===== src/rtl/code_loader_pkg.sv =====
// code_loader_pkg: shared code-memory geometry and loader state encoding.
package code_loader_pkg;

    localparam int ADDR_W_DEF = 6;
    localparam int DATA_W_DEF = 16;
    localparam int DEPTH_DEF  = 2 ** ADDR_W_DEF;

    localparam logic [2:0] ST_IDLE   = 3'd0;
    localparam logic [2:0] ST_LOAD   = 3'd1;
    localparam logic [2:0] ST_VERIFY = 3'd2;
    localparam logic [2:0] ST_CHECK  = 3'd3;
    localparam logic [2:0] ST_RUN    = 3'd4;
    localparam logic [2:0] ST_ERR    = 3'd5;

    typedef enum logic [2:0] {
        IDLE   = ST_IDLE,
        LOAD   = ST_LOAD,
        VERIFY = ST_VERIFY,
        CHECK  = ST_CHECK,
        RUN    = ST_RUN,
        ERR    = ST_ERR
    } state_t;

endpackage


===== src/rtl/code_loader_word_checksum.sv =====
// word_checksum: registered modular additive checksum with synchronous clear.
module word_checksum #(
    parameter int DATA_W = 16
) (
    input  logic              i_clock,
    input  logic              i_reset,
    input  logic              i_clear,
    input  logic              i_add_en,
    input  logic [DATA_W-1:0] i_data,
    output logic [DATA_W-1:0] o_sum
);

    logic [DATA_W-1:0] r_sum;

    always_ff @(posedge i_clock) begin
        if (i_reset || i_clear)
            r_sum <= '0;
        else if (i_add_en)
            r_sum <= r_sum + i_data;
    end

    assign o_sum = r_sum;

endmodule


===== src/rtl/code_loader.sv =====
// code_loader: streams a program into code memory, verifies its checksum, then releases the CPU.
import code_loader_pkg::*;

module code_loader #(
    parameter int ADDR_W = ADDR_W_DEF,
    parameter int DATA_W = DATA_W_DEF,
    parameter int DEPTH  = 2 ** ADDR_W
) (
    input  logic              i_clock,
    input  logic              i_reset,
    input  logic              i_start,
    input  logic [ADDR_W:0]   i_len,
    input  logic [DATA_W-1:0] i_expected_sum,
    input  logic [DATA_W-1:0] i_in_data,
    input  logic              i_in_valid,
    output logic              o_in_ready,
    output logic [ADDR_W-1:0] o_mem_write_select,
    output logic [DATA_W-1:0] o_mem_inp,
    output logic              o_mem_write_en,
    output logic [ADDR_W-1:0] o_mem_read_select,
    input  logic [DATA_W-1:0] i_mem_instruction,
    input  logic [ADDR_W-1:0] i_cpu_pc,
    output logic              o_cpu_halt,
    output logic              o_busy,
    output logic              o_done,
    output logic              o_error
);

    localparam int LEN_W = ADDR_W + 1;

    state_t            r_state, w_next;
    logic [ADDR_W-1:0] r_wr_addr, r_rd_addr;
    logic [LEN_W-1:0]  r_len;
    logic [DATA_W-1:0] r_exp_sum, w_sum;
    logic              w_accept, w_len_bad, w_load_go, w_xfer, w_wr_last, w_rd_last;

    assign w_accept  = i_start && (r_state == IDLE || r_state == RUN || r_state == ERR);
    assign w_len_bad = (i_len == '0) || (i_len > LEN_W'(DEPTH));
    assign w_load_go = w_accept && !w_len_bad;
    assign w_xfer    = (r_state == LOAD) && i_in_valid;
    // Last-address compares are done at LEN_W so len==DEPTH needs no wrap handling.
    assign w_wr_last = {1'b0, r_wr_addr} == r_len - LEN_W'(1);
    assign w_rd_last = {1'b0, r_rd_addr} == r_len - LEN_W'(1);

    always_comb begin
        w_next = r_state;
        case (r_state)
            IDLE, RUN, ERR: if (i_start) w_next = w_len_bad ? ERR : LOAD;
            LOAD:           if (w_xfer && w_wr_last) w_next = VERIFY;
            VERIFY:         if (w_rd_last) w_next = CHECK;
            CHECK:          w_next = (w_sum == r_exp_sum) ? RUN : ERR;
            default:        w_next = IDLE;
        endcase
    end

    always_ff @(posedge i_clock) begin
        if (i_reset) begin
            r_state   <= IDLE;
            r_wr_addr <= '0;
            r_rd_addr <= '0;
            r_len     <= '0;
            r_exp_sum <= '0;
        end else begin
            r_state <= w_next;
            if (w_load_go) begin
                r_len     <= i_len;
                r_exp_sum <= i_expected_sum;
                r_wr_addr <= '0;
                r_rd_addr <= '0;
            end else begin
                if (w_xfer) r_wr_addr <= r_wr_addr + ADDR_W'(1);
                if (r_state == VERIFY) r_rd_addr <= r_rd_addr + ADDR_W'(1);
            end
        end
    end

    word_checksum #(.DATA_W(DATA_W)) u_sum (
        .i_clock (i_clock),
        .i_reset (i_reset),
        .i_clear (w_load_go),
        .i_add_en(r_state == VERIFY),
        .i_data  (i_mem_instruction),
        .o_sum   (w_sum)
    );

    assign o_in_ready         = (r_state == LOAD);
    assign o_mem_write_en     = w_xfer;
    assign o_mem_write_select = r_wr_addr;
    assign o_mem_inp          = i_in_data;
    assign o_mem_read_select  = (r_state == VERIFY) ? r_rd_addr : i_cpu_pc;
    assign o_cpu_halt         = (r_state != RUN);
    assign o_busy             = (r_state == LOAD) || (r_state == VERIFY) || (r_state == CHECK);
    assign o_done             = (r_state == RUN);
    assign o_error            = (r_state == ERR);

endmodule


===== config.mk =====
export PLATFORM = sky130hd
export DESIGN_NAME = code_loader
export DESIGN_NICKNAME = d
export VERILOG_FILES = /design/src/rtl/code_loader_pkg.sv /design/src/rtl/code_loader_word_checksum.sv /design/src/rtl/code_loader.sv
export SDC_FILE = /design/constraint.sdc
export NUM_CORES = 1
export LEC_CHECK = 0
export CAP_MARGIN = 20
export CORE_MARGIN = 2
export CORE_UTILIZATION = 35
export DETAILED_ROUTE_END_ITERATION = 12
export MAX_ROUTING_LAYER = met4
export PLACE_DENSITY_LB_ADDON = 0.2
export SYNTH_ARGS = -nofsm -noshare
export SYNTH_HDL_FRONTEND = slang
export SYNTH_SLANG_ARGS = --single-unit

===== constraint.sdc =====
create_clock -name i_clock -period 5 [get_ports i_clock]
set_input_delay 1.25 -clock i_clock [delete_from_list [all_inputs] [get_ports i_clock]]
set_output_delay 1.25 -clock i_clock [all_outputs]
set_load 0.05 [all_outputs]

==> flow_summary.yaml <==
sta:
  rsz0062_at_grt: "false"
  whs_ns: 0.501
  finalHoldViolations: 0
  fin_skew_ns: 0.00669
  final.period_utilization_pct: 87.5
  period_needed_ns: 4.37
  slew_headroom_pct: 43.8
  setup_violations: 0
  worst_pin_slew_ns: 0.839
  tns_ns: 0
  slew_violations: 0
  max_freq_mhz: 229
synthesis:
  yosys_warnings: 0
  ys_seq_elements: 54
  syn_area_per_cell_um2: 8.15
  ys_types: 50
  synth_nets: 513
  syn_area_um2: 3490
  yosysSeqAreaShare_pct: 30.9
  syn_inst: 429
worst_hold_path:
  hold_path_class: "reg2reg"
die:
  fp.dieH_um: 104
  start_util_pct: 35.9
  top_level_ports: 99
  dieArea_um2: 10800
  core_area_um2: 9730
  rows: 36
  die_x_um: 104
cells_and_area:
  diodes: 0
  area_growth_pct: 20.8
  layout-drive-gt1-share_pct: 3.81
  nets: 556
route:
  drt_iter0_drc: 96
  dr.pass1.iters: 4
  num_vias: 2996
  drt_wl_total_mm: 8.28
  ant_nets: 0
  vias_per_cell: 4.94
  routedWlPerCell_um: 13.7
  drc: 0
clocking:
  cts.path.max_buffers: 2
  htreeDepth: 2
  cts.root.buffer_cell: "clkbuf_8"
  cts_hold_buf: 0
  cts_resized: 0
  clock-sinks: 54
  postCtsSetupRepairBufs: 0
  numCtsBuffers: 5
  cts_tree: "built"
  clkTransAtPathRegs_ns: 0.10
  insertion_delay_ns: 0.31
outcome:
  status: "complete, no violations"
worst_setup_path:
  start_kind: "primary input"
  crit_fanout: 6
  worstPathArrival_ns: 3.12
  cp-end-kind: "output port"
  max_stage_delay_ns: 0.91
  crit_slowest_cell: "clkdlybuf4s50_1"
  crit_required_ns: 3.75
  crit_type: "in2out"
  cp_cell_sequence: "clkdlybuf4s50_1, nand3b_1, nor2_1, clkdlybuf4s50_1"
  crit_top_cell: "clkdlybuf4s50_1"
placement:
  dp_hpwl_mm: 6.26
  gp_congestion: 0.895
  io_buffers: 66
global_routing:
  grt-ovfl-total: 0
  globalRouteTotalUtil_pct: 15.7
  grt_max_degree: 31
  antenna_found_initial: 0
  grt_pass1_vias: 2768
  grt_pass1_wl_mm: 13.6
job:
  cap_violations: 0
power_and_ir_drop:
  power.density_nw_per_um2: 324
  ir_drop_uv: 112
  p_leak_nw: 1.71
[registers in the layout, indices dropped and copies added, names as in the netlist]
register and flops:
r_exp_sum 16, u_sum.o_sum 16, r_len 7, o_mem_write_select 6, r_rd_addr 6, r_state 3
[kinds of logic after synthesis]
kind of cell	Yosys count	share of synthesized area, %
multiplexers	27	7.73
flip-flops	54	30.9
XOR/XNOR	45	11.3
AND/OR/NAND/NOR	166	22.6
buffers and inverters	48	7.66
AO/OA/AOI/OAI	70	12.7
adder cells (fa/ha/maj)	19	7.02
[cell usage in the layout, fill, tap and decap left out, types with 2 or more instances in the layout]
master	instances
a21oi_1	25
nor3b_1	3
clkdlybuf4s50_1	66
a21o_1	2
buf_4	4
nand4_1	6
nor3_1	10
nor2b_1	5
o211ai_1	2
dfxtp_1	54
clkbuf_8	5
or3_1	5
nor2_1	55
xor2_1	28
nand2b_1	4
inv_1	14
and3_1	3
nor4_1	5
xnor2_1	17
nand3b_1	4
o22ai_1	2
mux2i_1	27
ha_1	18
a211oi_1	7
o221ai_1	2
o21ai_0	14
a31oi_1	4
o21a_1	2
nand3_1	12
nand2_1	47
[critical path: cells and delay by family]
kind                   cells  cell delay (ns)
AND/OR/NAND/NOR            2             0.51
buffers and inverters      2             1.36
[power breakdown]
group,switching [W],internal [W]
registers,0.0000630,0.000475
clock network,0.000150,0.0000995
logic,0.000333,0.000248
[layout make-up]
class | instances | area [µm²]
Fill cell | 987 | 5510
Multi-Input combinational cell | 327 | 2150
Sequential cell | 54 | 1080
Timing Repair Buffer | 70 | 691
Tap cell | 133 | 166
Clock buffer | 6 | 72.6
Inverter | 14 | 52.6
Clock inverter | 2 | 13.8
[synth_stat cells, drive strengths merged]
master / n / area, µm²
o311ai: 1 / 8.76
inv: 14 / 52.6
nand2: 47 / 176
or3: 5 / 31.3
a2111oi: 1 / 8.76
dfxtp: 54 / 1080
clkbuf: 11 / 41.3
nand4: 6 / 37.5
a221oi: 1 / 8.76
xnor2: 17 / 149
buf: 23 / 174
a21oi: 25 / 125
nor2b: 5 / 31.3
a32o: 1 / 10.0
o22ai: 2 / 12.5
o221ai: 2 / 17.5
o21a: 2 / 15.0
nor2: 56 / 213
o21ai: 15 / 86.3
a2111o: 1 / 11.3
fa: 1 / 20.0
and3: 3 / 18.8
mux2i: 27 / 270
or3b: 1 / 8.76
or2: 1 / 6.26
ha: 18 / 225
a211o: 1 / 8.76
nor3: 11 / 66.3
nand2b: 4 / 25.0
nor3b: 4 / 35.0
nand3: 12 / 60.1
a31oi: 4 / 25.0
a21o: 2 / 15.0
a211oi: 7 / 52.6
nor4: 5 / 31.3
nand3b: 4 / 30.0
and3b: 1 / 8.76
o211ai: 2 / 15.0
o31ai: 1 / 7.51
o31a: 1 / 8.76
xor2: 28 / 245
or4: 1 / 11.3
o2111ai: 1 / 8.76
[metrics by stage]
step | setup slack (ns) | power (W) | util (%) | std cells | cell area, µm²
2_1_floorplan | 1.55 | 0.000999 | - | 429 | 3490
3_3_place_gp | 0.665 | 0.00112 | 42.5 | 598 | 4140
3_5_place_dp | 0.619 | 0.00113 | 42.5 | 598 | 4140
4_1_cts | 0.617 | 0.00138 | 43.4 | 606 | 4220
5_1_grt | 0.536 | 0.00146 | 43.4 | 606 | 4220
6_report | 0.626 | 0.00137 | 43.4 | 606 | 4220
[layer usage]
metal	global-route usage (%)	share of wire, %
met5	-	0
met4	3.67	0.57
met3	3.38	4.2
met2	24.7	45
met1	20.7	51
[worst paths after layout]
check                       from        endpoint  slack [ns]  cells past startpoint
hold reg to reg   u_sum.o_sum[9]  u_sum.o_sum[9]        0.50                      2
setup / recovery      i_in_valid  o_mem_write_en        0.63                      4
hold / removal    u_sum.o_sum[9]  u_sum.o_sum[9]        0.50                      2
setup reg to reg        r_len[0]      r_state[2]        2.30                      9
No activity file was read; power rests on OpenSTA's default activity.
